## config.mk

```make
export PLATFORM = sky130hd
export DESIGN_NAME = next_line_prefetcher
export DESIGN_NICKNAME = d
export VERILOG_FILES = /design/src/rtl/next_line_prefetcher.sv
export SDC_FILE = /design/constraint.sdc
export NUM_CORES = 1
export LEC_CHECK = 0
export BUFFER_PORTS_ARGS = -buffer_cell sky130_fd_sc_hd__buf_2
export CAP_MARGIN = 15
export CORE_AREA = 10 10 228 230
export DETAILED_ROUTE_END_ITERATION = 6
export DIE_AREA = 0 0 238 240
export GPL_TIMING_DRIVEN = 0
export PLACE_DENSITY = 0.57
export SLEW_MARGIN = 10
export SYNTH_ARGS = -nofsm -noshare
export SYNTH_HDL_FRONTEND = slang
export SYNTH_SLANG_ARGS = --single-unit
```

## constraint.sdc

```tcl
create_clock -name clk -period 14.65 [get_ports clk]
set_input_delay 1.465 -clock clk [delete_from_list [all_inputs] [get_ports clk]]
set_output_delay 1.465 -clock clk [all_outputs]
set_load 0.1 [all_outputs]
```

## src/rtl/next_line_prefetcher.sv

```systemverilog
// Next-line instruction prefetcher with a one-entry line buffer.
// Define PF_PAGE_BOUNDARY_EN to suppress prefetches that cross a 4 KiB page.
module next_line_prefetcher #(
    parameter int LINE_OFFSET_BITS = 5
) (
    input  logic         clk,
    input  logic         rst,
    input  logic [31:0]  icache_addr_i,
    input  logic         arbiter_inst_resp_i,
    output logic         arbiter_pf_read_o,
    output logic [31:0]  arbiter_pf_address_o,
    input  logic [255:0] arbiter_pf_rdata_i,
    input  logic         arbiter_pf_resp_i,
    input  logic         lookup_valid_i,
    input  logic [31:0]  lookup_addr_i,
    output logic         buf_hit_o,
    output logic [255:0] buf_rdata_o,
    input  logic         buf_take_i
);

    localparam logic [31:0] LINE_BYTES = 32'd1 << LINE_OFFSET_BITS;
    localparam logic [31:0] LINE_MASK  = ~(LINE_BYTES - 32'd1);

    typedef enum logic {IDLE, ISSUE} state_e;

    state_e         state_q;
    logic           valid_q;
    logic [31:0]    tag_q;
    logic [255:0]   data_q;
    logic           pend_v_q;
    logic [31:0]    pend_q;
    logic           read_q;
    logic [31:0]    addr_q;

    logic           take;
    logic           trig;
    logic           drop_dup;
    logic           drop_page;
    logic           accept;
    logic [31:0]    src;
    logic [31:0]    tgt;

    assign buf_hit_o = lookup_valid_i & valid_q
                     & ((lookup_addr_i & LINE_MASK) == tag_q);
    assign buf_rdata_o = data_q;

    assign arbiter_pf_read_o    = read_q;
    assign arbiter_pf_address_o = addr_q;

    // An icache miss completion takes priority over a buffer take.
    assign take = buf_take_i & buf_hit_o;
    assign trig = arbiter_inst_resp_i | take;
    assign src  = arbiter_inst_resp_i ? (icache_addr_i & LINE_MASK) : tag_q;
    assign tgt  = src + LINE_BYTES;

    assign drop_dup = valid_q & ~take & (tgt == tag_q);

`ifdef PF_PAGE_BOUNDARY_EN
    assign drop_page = (tgt[31:12] != src[31:12]);
`else
    assign drop_page = 1'b0;
`endif

    assign accept = trig & ~drop_dup & ~drop_page;

    always_ff @(posedge clk) begin
        if (!rst) begin
            state_q  <= IDLE;
            valid_q  <= 1'b0;
            tag_q    <= '0;
            data_q   <= '0;
            pend_v_q <= 1'b0;
            pend_q   <= '0;
            read_q   <= 1'b0;
            addr_q   <= '0;
        end else begin
            if (take) begin
                valid_q <= 1'b0;
            end
            unique case (state_q)
                IDLE: begin
                    if (accept) begin
                        state_q <= ISSUE;
                        read_q  <= 1'b1;
                        addr_q  <= tgt;
                    end
                end
                ISSUE: begin
                    if (read_q && arbiter_pf_resp_i) begin
                        // Fill beats a same-cycle take; read drops for one cycle.
                        valid_q <= 1'b1;
                        tag_q   <= addr_q;
                        data_q  <= arbiter_pf_rdata_i;
                        read_q  <= 1'b0;
                        if (accept) begin
                            addr_q   <= tgt;
                            pend_v_q <= 1'b0;
                        end else if (pend_v_q) begin
                            addr_q   <= pend_q;
                            pend_v_q <= 1'b0;
                        end else begin
                            state_q <= IDLE;
                        end
                    end else begin
                        read_q <= 1'b1;
                        if (accept) begin
                            pend_q   <= tgt;
                            pend_v_q <= 1'b1;
                        end
                    end
                end
                default: state_q <= IDLE;
            endcase
        end
    end

endmodule

```

==> results of run 1 <==
worst max-delay path by stage:
stage                                to  cells after the start
2_1_floorplan  arbiter_pf_address_o[19]                     20
3_5_place_dp   arbiter_pf_address_o[26]                     20
3_3_place_gp                 pend_q[15]                     19
6_report                     pend_q[26]                     19
5_1_grt         arbiter_pf_address_o[6]                     20
4_1_cts        arbiter_pf_address_o[26]                     20
layout by cell type, fill, tap and decap left out, types with 4 or more instances in the layout:
cell and count:
inv_1 8, nand3b_1 12, nor3_1 6, o21ai_0 21, a31oi_1 6, clkbuf_8 7
clkbuf_2 4, nand2_1 668, nand4_1 28, a22oi_1 5, clkbuf_1 147, a211o_1 4
clkinv_2 7, mux2_2 4, buf_2 613, nand4b_1 5, a32o_1 5, a21oi_1 320
o2111a_1 14, a2111oi_0 12, nor2_1 43, xnor2_1 62, and3_1 6, a222oi_1 4
dfxtp_1 356, nor4_1 14, nand3_1 29, mux2i_1 49, xor2_1 27, clkbuf_16 43
or4_1 21, o211ai_1 4
registers in the layout, indices dropped and copies added, names as in the netlist:
register and cells:
valid_q 1, pend_q 32, tag_q 32, state_q 1
arbiter_pf_read_o 1, pend_v_q 1, buf_rdata_o 256, arbiter_pf_address_o 32
metal layers:
layer / vias up / part of all wire / global-route usage / routed length [microns]
met1: 7670 / 0.40 / 0.279 / 28000
met5: - / 0.00032 / 0 / 23
met3: 95 / 0.094 / 0.0720 / 6640
li1: 7841 / - / - / -
met2: 722 / 0.49 / 0.401 / 34800
met4: 4 / 0.020 / 0.0602 / 1450
critical path, cell delays in order:
cell	delay, ns
buf_2	0.14
buf_2	0.24
buf_2	0.28
clkbuf_1	0.47
buf_1	0.45
clkbuf_1	0.64
buf_1	0.62
mux2_2	0.33
ha_1	0.24
inv_1	0.11
a211oi_2	0.35
nand4_1	0.31
or3_1	0.51
a21bo_2	0.22
a2111oi_0	0.60
nand4_1	0.46
nand3_1	0.37
buf_2	0.38
mux2i_1	0.24
layout make-up:
class	count	area, sq um	share of cell area
multi-input cells	1416	7420	0.365
flip-flops and latches	356	7130	0.350
repair buffers	603	3020	0.149
clock buffers	60	1210	0.0595
well taps	615	769	0.0378
plain buffers	159	638	0.0314
clock inverters	12	114	0.00560
inverters	9	33.8	0.00166
diodes	2	5.00	0.000246
power groups by stage:
stage	registers [mW]	clock network, mW	logic [mW]
after floorplan	1.20	0	0.111
after global placement	1.03	0	0.399
after detailed placement	1.04	0	0.401
after CTS	1.01	1.04	0.402
after global routing	1.02	1.08	0.424
final	1.02	1.02	0.404
cells by family (layout without fill, tap and decap cells):
kind of cell | Yosys count | after routing | share of synthesized area
AO/OA/AOI/OAI | 412 | 412 | 0.156
other | 0 | 2 | 0
buffers and inverters | 168 | 843 | 0.0441
flip-flops | 356 | 356 | 0.468
multiplexers | 53 | 53 | 0.0352
adder cells (fa/ha/maj) | 1 | 1 | 0.000822
AND/OR/NAND/NOR | 858 | 858 | 0.240
XOR/XNOR | 92 | 92 | 0.0557
stage by stage:
stage	instances	cell area [sq um]	power (mW)
2_1_floorplan	1940	15200	1.31
3_3_place_gp	3157	19000	1.43
3_5_place_dp	3158	19000	1.44
4_1_cts	3230	20300	2.46
5_1_grt	3232	20300	2.53
6_report	3232	20300	2.44
==> reports/metrics.yaml, run 1 <==
hold_end: "buf_rdata_o[248]"
core_sq_um: 47300
cts_tree: "yes"
finalSetupViolCount: 0
switchingPower_uw: 756
worstMarginPinSlew_ns: 0.951
grt_pass1_wl_microns: 102000
synth_most_common_cell: "nand2_1"
synth_seq_cells: 356
end_kind: "flip-flop"
crit_path_start: "arbiter_inst_resp_i"
synth_top_area_frac: 0.468
p_per_area_nw_per_um2: 120
combinationalPowerShare: 0.166
fillCellCount: 4919
drc: 0
nNetsFinal: 2914
status: "finished clean"
postCtsSetupRepairBufs: 0
drt-pass1-iter-count: 6
port_buffers: 602
floorplan.die_area_sq_um: 57100
crit_arrival_ns: 8.43
synth_seq_area_share: 0.468
drive_above_1_share: 0.268
slew_headroom: 0.360
async_flop_share: 0
grt_pass1_vias: 15800
finalCritPeriodShare: 0.543
vias: 16300
yosys_most_used_dff: "dfxtp_1"
initial_core_util: 0.321
synthTopCellsByArea: "dfxtp_1 (47%), nand2_1 (16%), a21oi_1 (11%)"
clkTransAtPathRegs_ns: 0.06
syn_area_sq_um: 15200
period_minus_slack_ns: 7.95
synth_common_cells: "nand2_1 (668), dfxtp_1 (356), a21oi_1 (320)"
wl_per_cell_microns: 21.9
ant_nets: 0
rsz0062_at_grt: "no"
finalWirelength_microns: 70900
hold_violations: 0
holdWs_ns: 0.450
ys_warn_count: 0
cts_buffer_depth: 3
clock_sinks: 356
grt_use_total: 0.234
drt_iter0_markers: 1389
clk_latency_ns: 0.57
rr_startpoint: "tag_q[5]"
htreeDepth: 2
synth_top_area_cell: "dfxtp_1"
detail_route.vias_per_cell: 5.05
io_pins: 616
avgSynthCellArea_sq_um: 7.84
final.setup_skew_ns: 0.0271
grt-ovfl-total: 0
rr_worst_depth: 12
fp.dieH_microns: 240
ctsRootBufferMaster: "clkbuf_16"
cp-start-kind: "input port"
ctsHoldBuffers: 0
post-dp-hpwl_microns: 57200
synth_cells: 1940
place_congestion: 0.956
finalCoreUtilization: 0.430
peakVddDrop_uv: 83.6
power.share.switching: 0.310
syn_nets: 2267
fin_setup_tns_ns: 0
drv_slew: 0
antenna_found_initial: 6
r2r_end: "pend_q[26]"
pwr-share-seq: 0.416
crit_fanout: 10
required_ns: 15.13
worstSetupPathType: "input port to flip-flop"
synth-edff-count: 0
max_freq_mhz: 126
hp-start: "buf_rdata_o[248]"
clkPwrFrac: 0.418
ys_types: 63
intPower_mw: 1.68
die_w_microns: 238
min_path_type: "flip-flop to flip-flop"
grt_start_max_net_pins: 13
areaGrowthSynthToFinish_pct: 33.6
cts_made_buffers: 42
setup_slack_ns: 6.70
rows: 80
cts_resized: 0
r2r_setup_slack_ns: 9.99
cap_violations: 0
p_leak_nw: 8.70
pre_cts_slack_ns: 6.26
min_path_cells: 2
No activity file was read; power rests on OpenSTA's default activity.
==> run 2, diff against run 1 <==
ABC_AREA = 1   (was not set)
CORE_AREA = 10 10 229 231   (was 10 10 228 230)
DIE_AREA = 0 0 239 241   (was 0 0 238 240)
PLACE_DENSITY = 0.6   (was 0.57)
clock period = 7.16 ns   (was 14.65 ns; I/O delays follow)
==> reports/metrics.yaml, run 2 <==
finalWirelength_microns: 76800  # +8.2%
ctsHoldBuffers: 0  # unchanged
finalCoreUtilization: 0.440  # +0.0101
drt_iter0_markers: 1430  # +3.0%
syn_nets: 2643  # +17%
switchingPower_mw: 2.00  # +160%
syn_area_sq_um: 15800  # +4.1%
areaGrowthSynthToFinish_pct: 31.9
cts_buffer_depth: 3  # unchanged
synth_most_common_cell: "nand2_1"
fin_setup_tns_ns: 0  # unchanged
pwr-share-seq: 0.391  # -0.025
htreeDepth: 2  # unchanged
synthTopCellsByArea: "dfxtp_1 (45%), nand2_1 (16%), nand3_1 (12%)"
ys_warn_count: 0  # unchanged
min_path_cells: 3  # +1
grt_pass1_wl_microns: 109000  # +7.0%
most-common-layout-cells: "nand2_1 (671), buf_2 (609), nand3_1 (365)"
synth_common_cells: "nand2_1 (671), nand3_1 (365), dfxtp_1 (356)"
crit_fanout: 10  # unchanged
period_minus_slack_ns: 3.77
mostFrequentLayoutCell: "nand2_1"
grt-ovfl-total: 0  # unchanged
drv_slew: 0  # unchanged
ys_types: 37  # -41%
cts_tree: "yes"
synth_top_area_frac: 0.450  # -0.0186
vias: 18100  # +11%
clkTransAtPathRegs_ns: 0.06  # about the same
required_ns: 7.60  # -7.53 ns
drt-pass1-iter-count: 6  # unchanged
floorplan.die_area_sq_um: 57600  # +0.84%
worstMarginPinSlew_ns: 0.809  # -0.141 ns
io_pins: 616  # unchanged
worstSetupPathType: "flip-flop to flip-flop"
cap_violations: 0  # unchanged
port_buffers: 603  # +0.17%
place_congestion: 0.933  # -2.4%
rr_worst_depth: 21  # +9
postCtsSetupRepairBufs: 0  # unchanged
core_sq_um: 47500  # +0.42%
max_freq_mhz: 266
p_leak_nw: 9.68  # +11%
clk_latency_ns: 0.56  # about the same
fillCellCount: 5012  # +1.9%
cp-start-kind: "flip-flop"
grt_use_total: 0.250  # +0.0158
rsz0062_at_grt: "no"
initial_core_util: 0.333  # +0.0119
holdWs_ns: 0.433  # -0.0171 ns
antenna_found_initial: 21  # +15
synth-edff-count: 0  # unchanged
crit_top_cell: "nand2_1"
crit_arrival_ns: 4.21  # -4.22 ns
detail_route.vias_per_cell: 5.01  # -0.77%
post-dp-hpwl_microns: 62100  # +8.7%
finalSetupViolCount: 0  # unchanged
clkPwrFrac: 0.363  # -0.055
ctsRootBufferMaster: "clkbuf_16"
intPower_mw: 3.53  # +110%
end_kind: "flip-flop"
drc: 0  # unchanged
async_flop_share: 0  # unchanged
nNetsFinal: 3288  # +13%
fp.dieH_microns: 241  # +0.42%
hold_violations: 0  # unchanged
peakVddDrop_uv: 163  # +95%
crit_slowest_cell: "dfxtp_1"
rows: 80  # unchanged
finalCritPeriodShare: 0.526
avgSynthCellArea_sq_um: 6.84  # -13%
power.share.switching: 0.362  # +0.0522
slew_headroom: 0.460  # +0.100
min_path_type: "input port to flip-flop"
drive_above_1_share: 0.240  # -0.0283
wl_per_cell_microns: 21.2  # -3.2%
cts_made_buffers: 40  # -4.8%
p_per_area_nw_per_um2: 264  # +120%
synth_top_area_cell: "dfxtp_1"
grt_pass1_vias: 17300  # +9.7%
yosys_most_used_dff: "dfxtp_1"
max_stage_delay_ns: 0.39  # -0.25 ns
status: "finished clean"
synth_seq_cells: 356  # unchanged
synth_cells: 2316  # +19%
die_w_microns: 239  # +0.42%
cts_resized: 0  # unchanged
ant_nets: 0  # unchanged
synth_seq_area_share: 0.450  # -0.0186
grt_start_max_net_pins: 13  # unchanged
combinationalPowerShare: 0.246  # +0.080
path_cells: "inv_1 -> o21ai_1 -> ha_1 -> nand3_1 -> inv_2 -> nand3b_1 -> o21ai_1 -> nand2_1 -> nand2_1 -> nand2_1 -> nor2_1 -> nand2_1 -> nor2_1 -> nand2_2 -> nand2_4 -> nand2_4 -> buf_2 -> nand2_1 -> nand2_1 -> nor2_1 -> nor2_1"
final.setup_skew_ns: 0.0227  # -0.00443 ns
largest_reg_flops: 256  # unchanged
clock_sinks: 356  # unchanged
run 2: cell families (layout without fill, tap and decap cells):
group / Yosys count / in the layout / synth area share
fa+ha+maj: 1 / 1 / 0.000789
flops: 356 / 356 / 0.450
xor+xnor: 11 / 11 / 0.00695
compound gates: 398 / 398 / 0.127
other cells: 0 / 13 / 0
simple gates: 1246 / 1246 / 0.336
buf+inv: 304 / 974 / 0.0789
run 2: path summary, 6_finish.rpt:
kind	start	to	slack, ns
max reg2reg	tag_q[6]	arbiter_pf_address_o[19]	3.39
min	arbiter_pf_rdata_i[34]	buf_rdata_o[34]	0.43
max	tag_q[6]	arbiter_pf_address_o[19]	3.39
min reg2reg	pend_q[2]	pend_q[2]	0.44
run 2: per-stage QoR:
| stage | area, sq um | instances | setup slack (ns) | total power, mW |
|---|---|---|---|---|
| 2_1_floorplan | 15800 | 2316 | 2.05 | 3.16 |
| 3_3_place_gp | 19600 | 3534 | 3.00 | 3.55 |
| 3_5_place_dp | 19600 | 3534 | 3.01 | 3.56 |
| 4_1_cts | 20900 | 3601 | 3.45 | 5.56 |
| 5_1_grt | 20900 | 3608 | 3.17 | 5.73 |
| 6_report | 20900 | 3614 | 3.39 | 5.53 |
run 2: metal layers:
| layer | wire (microns) | track usage | vias to the layer above |
|---|---|---|---|
| met4 | 2960 | 0.105 | 12 |
| met2 | 38400 | 0.443 | 696 |
| met1 | 29300 | 0.279 | 8402 |
| li1 | - | - | 8859 |
| met5 | 77 | 0 | - |
| met3 | 5940 | 0.0652 | 153 |
run 2: final cells by class:
| class | count | area, sq um | share of cell area |
|---|---|---|---|
| Antenna cell | 13 | 32.5 | 0.00156 |
| Buffer | 159 | 706 | 0.0338 |
| Clock buffer | 60 | 1170 | 0.0558 |
| Clock inverter | 7 | 67.6 | 0.00323 |
| Inverter | 145 | 544 | 0.0260 |
| Multi-Input combinational cell | 1656 | 7470 | 0.357 |
| Sequential cell | 356 | 7130 | 0.341 |
| Tap cell | 615 | 769 | 0.0368 |
| Timing Repair Buffer | 603 | 3020 | 0.144 |
run 2: power by group through the flow:
stage	registers, mW	logic, mW	clock network [mW]
after floorplan	2.73	0.430	0
after global placement	2.20	1.35	0
after detailed placement	2.20	1.36	0
after CTS	2.16	1.36	2.04
after global routing	2.17	1.44	2.12
final	2.16	1.36	2.01
run 2: worst max-delay path, delay by kind of cell, from the launching register on:
kind / cells / cell delay (ns)
adder cells (fa/ha/maj): 1 / 0.26
buffers and inverters: 3 / 0.56
AO/OA/AOI/OAI: 2 / 0.50
flip-flops: 1 / 0.39
AND/OR/NAND/NOR: 15 / 1.93
==> run 3, diff against run 2 <==
clock period = 3.37 ns   (was 7.16 ns; I/O delays follow)
==> reports/metrics.yaml, run 3 (same netlist as run 2, synthesis figures left out) <==
finalSetupViolCount: 0  # unchanged
crit_top_cell: "nand2_1"
min_path_type: "input port to flip-flop"
fin_area_sq_um: 21200  # +1.3%
rows: 80  # unchanged
slew_headroom: 0.406  # -0.0547
crit_path_start: "tag_q[6]"
grt_pass1_vias: 17500  # +0.84%
crit_slowest_cell: "dfxtp_2"
required_ns: 3.80  # -3.80 ns
clock_sinks: 356  # unchanged
cts_buffer_depth: 3  # unchanged
finalCritPeriodShare: 0.946  # +0.420
peakVddDrop_uv: 364  # +120%
finalWirelength_microns: 78800  # +2.7%
endpoint: "arbiter_pf_address_o[24]"
clkTransAtPathRegs_ns: 0.06  # about the same
cts_tree: "yes"
total_power_mw: 12.2  # +120%
vias: 18300  # +1.0%
crit_fanout: 10  # unchanged
port_buffers: 603  # unchanged
hold_violations: 0  # unchanged
period_minus_slack_ns: 3.19  # -0.579 ns
final.setup_skew_ns: 0.0254  # +0.00280 ns
rr_worst_depth: 21  # unchanged
wl_per_cell_microns: 21.8  # +2.7%
ant_nets: 0  # unchanged
min_path_cells: 3  # unchanged
antenna_found_initial: 24  # +14%
drc: 0  # unchanged
cp_num_cells: 21  # unchanged
finalCoreUtilization: 0.445  # +0.00568
nNetsFinal: 3294  # +0.18%
use_met1: 0.298  # +0.0193
rr_startpoint: "tag_q[6]"
drt_iter0_markers: 1581  # +11%
core_sq_um: 47500  # unchanged
cp-start-kind: "flip-flop"
drive_above_1_share: 0.249  # +0.00854
cp.buffers_inverters: 3  # unchanged
max_stage_delay_ns: 0.37  # -0.02 ns
place_area_sq_um: 19600  # about the same
die_w_microns: 239  # unchanged
drv_slew: 0  # unchanged
detail_route.vias_per_cell: 5.06  # +0.99%
holdWs_ns: 0.0486  # -0.384 ns
grt_start_max_net_pins: 13  # unchanged
status: "finished clean"
cp_top_family: "simple AND/OR/NAND/NOR gates"
worstMarginPinSlew_ns: 0.891  # +0.0820 ns
grt-ovfl-total: 0  # unchanged
met3_usage: 0.0721  # +0.00684
fin_setup_tns_ns: 0  # unchanged
crit_arrival_ns: 3.62  # -0.59 ns
fp.dieH_microns: 241  # unchanged
p_per_area_nw_per_um2: 577  # +120%
r2r_end: "arbiter_pf_address_o[24]"
busiest_layer: "met2"
path_cells: "inv_1 -> o21ai_2 -> ha_2 -> nand3_4 -> inv_2 -> nand3b_1 -> o21ai_2 -> nand2_2 -> nand2_1 -> nand2_1 -> nor2_1 -> nand2_1 -> nor2_1 -> nand2_2 -> nand2_8 -> o21ai_2 -> nand2_8 -> buf_6 -> nand2_1 -> nand2_1 -> nor2_1"
grtUsageMet2: 0.448  # +0.00571
worstSetupPathType: "flip-flop to flip-flop"
initial_core_util: 0.333  # unchanged
htreeDepth: 2  # unchanged
areaGrowthSynthToFinish_pct: 33.6
drt-pass1-iter-count: 6  # unchanged
post-dp-hpwl_microns: 64100  # +3.2%
max_freq_mhz: 314  # +18%
most-common-layout-cells: "nand2_1 (668), buf_2 (605), nand3_1 (364)"
clk_latency_ns: 0.56  # about the same
largest_reg_flops: 256  # unchanged
grt_use_total: 0.258  # +0.00782
p_leak_nw: 9.80  # +1.2%
ctsRootBufferMaster: "clkbuf_16"
r2r_setup_slack_ns: 0.18  # -3.21 ns
io_pins: 616  # unchanged
cap_violations: 0  # unchanged
grt_pass1_wl_microns: 113000  # +2.8%
floorplan.die_area_sq_um: 57600  # unchanged
end_kind: "flip-flop"
cts_made_buffers: 42  # +5.0%
mostFrequentLayoutCell: "nand2_1"
place_congestion: 0.993  # +6.4%
## run 3: power breakdown
| part | switching, mW | internal [mW] | total [mW] |
|---|---|---|---|
| clock network | 1.87 | 2.83 | 4.70 |
| registers | 0.165 | 4.43 | 4.60 |
| logic | 2.30 | 0.609 | 2.91 |
## run 3: stage by stage
stage | setup WS (ns) | std cells
2_1_floorplan | 0.365 | 2316
3_3_place_gp | -0.271 | 3534
3_5_place_dp | -0.294 | 3534
4_1_cts | 0.0222 | 3604
5_1_grt | -0.00724 | 3612
6_report | 0.182 | 3616
## run 3: routing by layer
metal  routed length, microns  part of all wire  vias to the layer above
met2                    39100              0.50                      772
met4                     2630             0.033                       30
li1                         -                 -                     8854
met5                      204            0.0026                        -
met3                     6470             0.082                      142
met1                    30500              0.39                     8514
## run 3: how the worst min path moves through the flow
| stage | endpoint | startpoint | slack (ns) |
|---|---|---|---|
| after floorplan | pend_q[0] | pend_q[0] | 0.42 |
| after global placement | pend_q[3] | pend_q[3] | 0.43 |
| after detailed placement | pend_q[2] | pend_q[2] | 0.43 |
| after CTS | buf_rdata_o[12] | arbiter_pf_rdata_i[12] | 0.02 |
| after global routing | buf_rdata_o[123] | arbiter_pf_rdata_i[123] | 0.03 |
| final | buf_rdata_o[139] | arbiter_pf_rdata_i[139] | 0.05 |
## run 3: tightest hold or removal path: stages
cell,delay [ns]
buf_2,0.10
nand3_1,0.07
a21oi_1,0.06
## run 3: cell type report
cell class,instances,area [sq um]
Antenna cell,9,22.5
Inverter,145,544
Clock inverter,8,125
Multi-Input combinational cell,1656,7540
Tap cell,615,769
Sequential cell,356,7130
Fill cell,4923,26400
Timing Repair Buffer,607,3050
Buffer,159,727
Clock buffer,61,1270
## run 3: what timing repair did
item                                    in CTS  in global routing
hold buffers                                 0                  0
pin swaps                                    1                  2
setup buffers                                1                  3
cloned                                       0                  0
endpoints found under the setup margin      64                 64
resized for setup                            4                 24
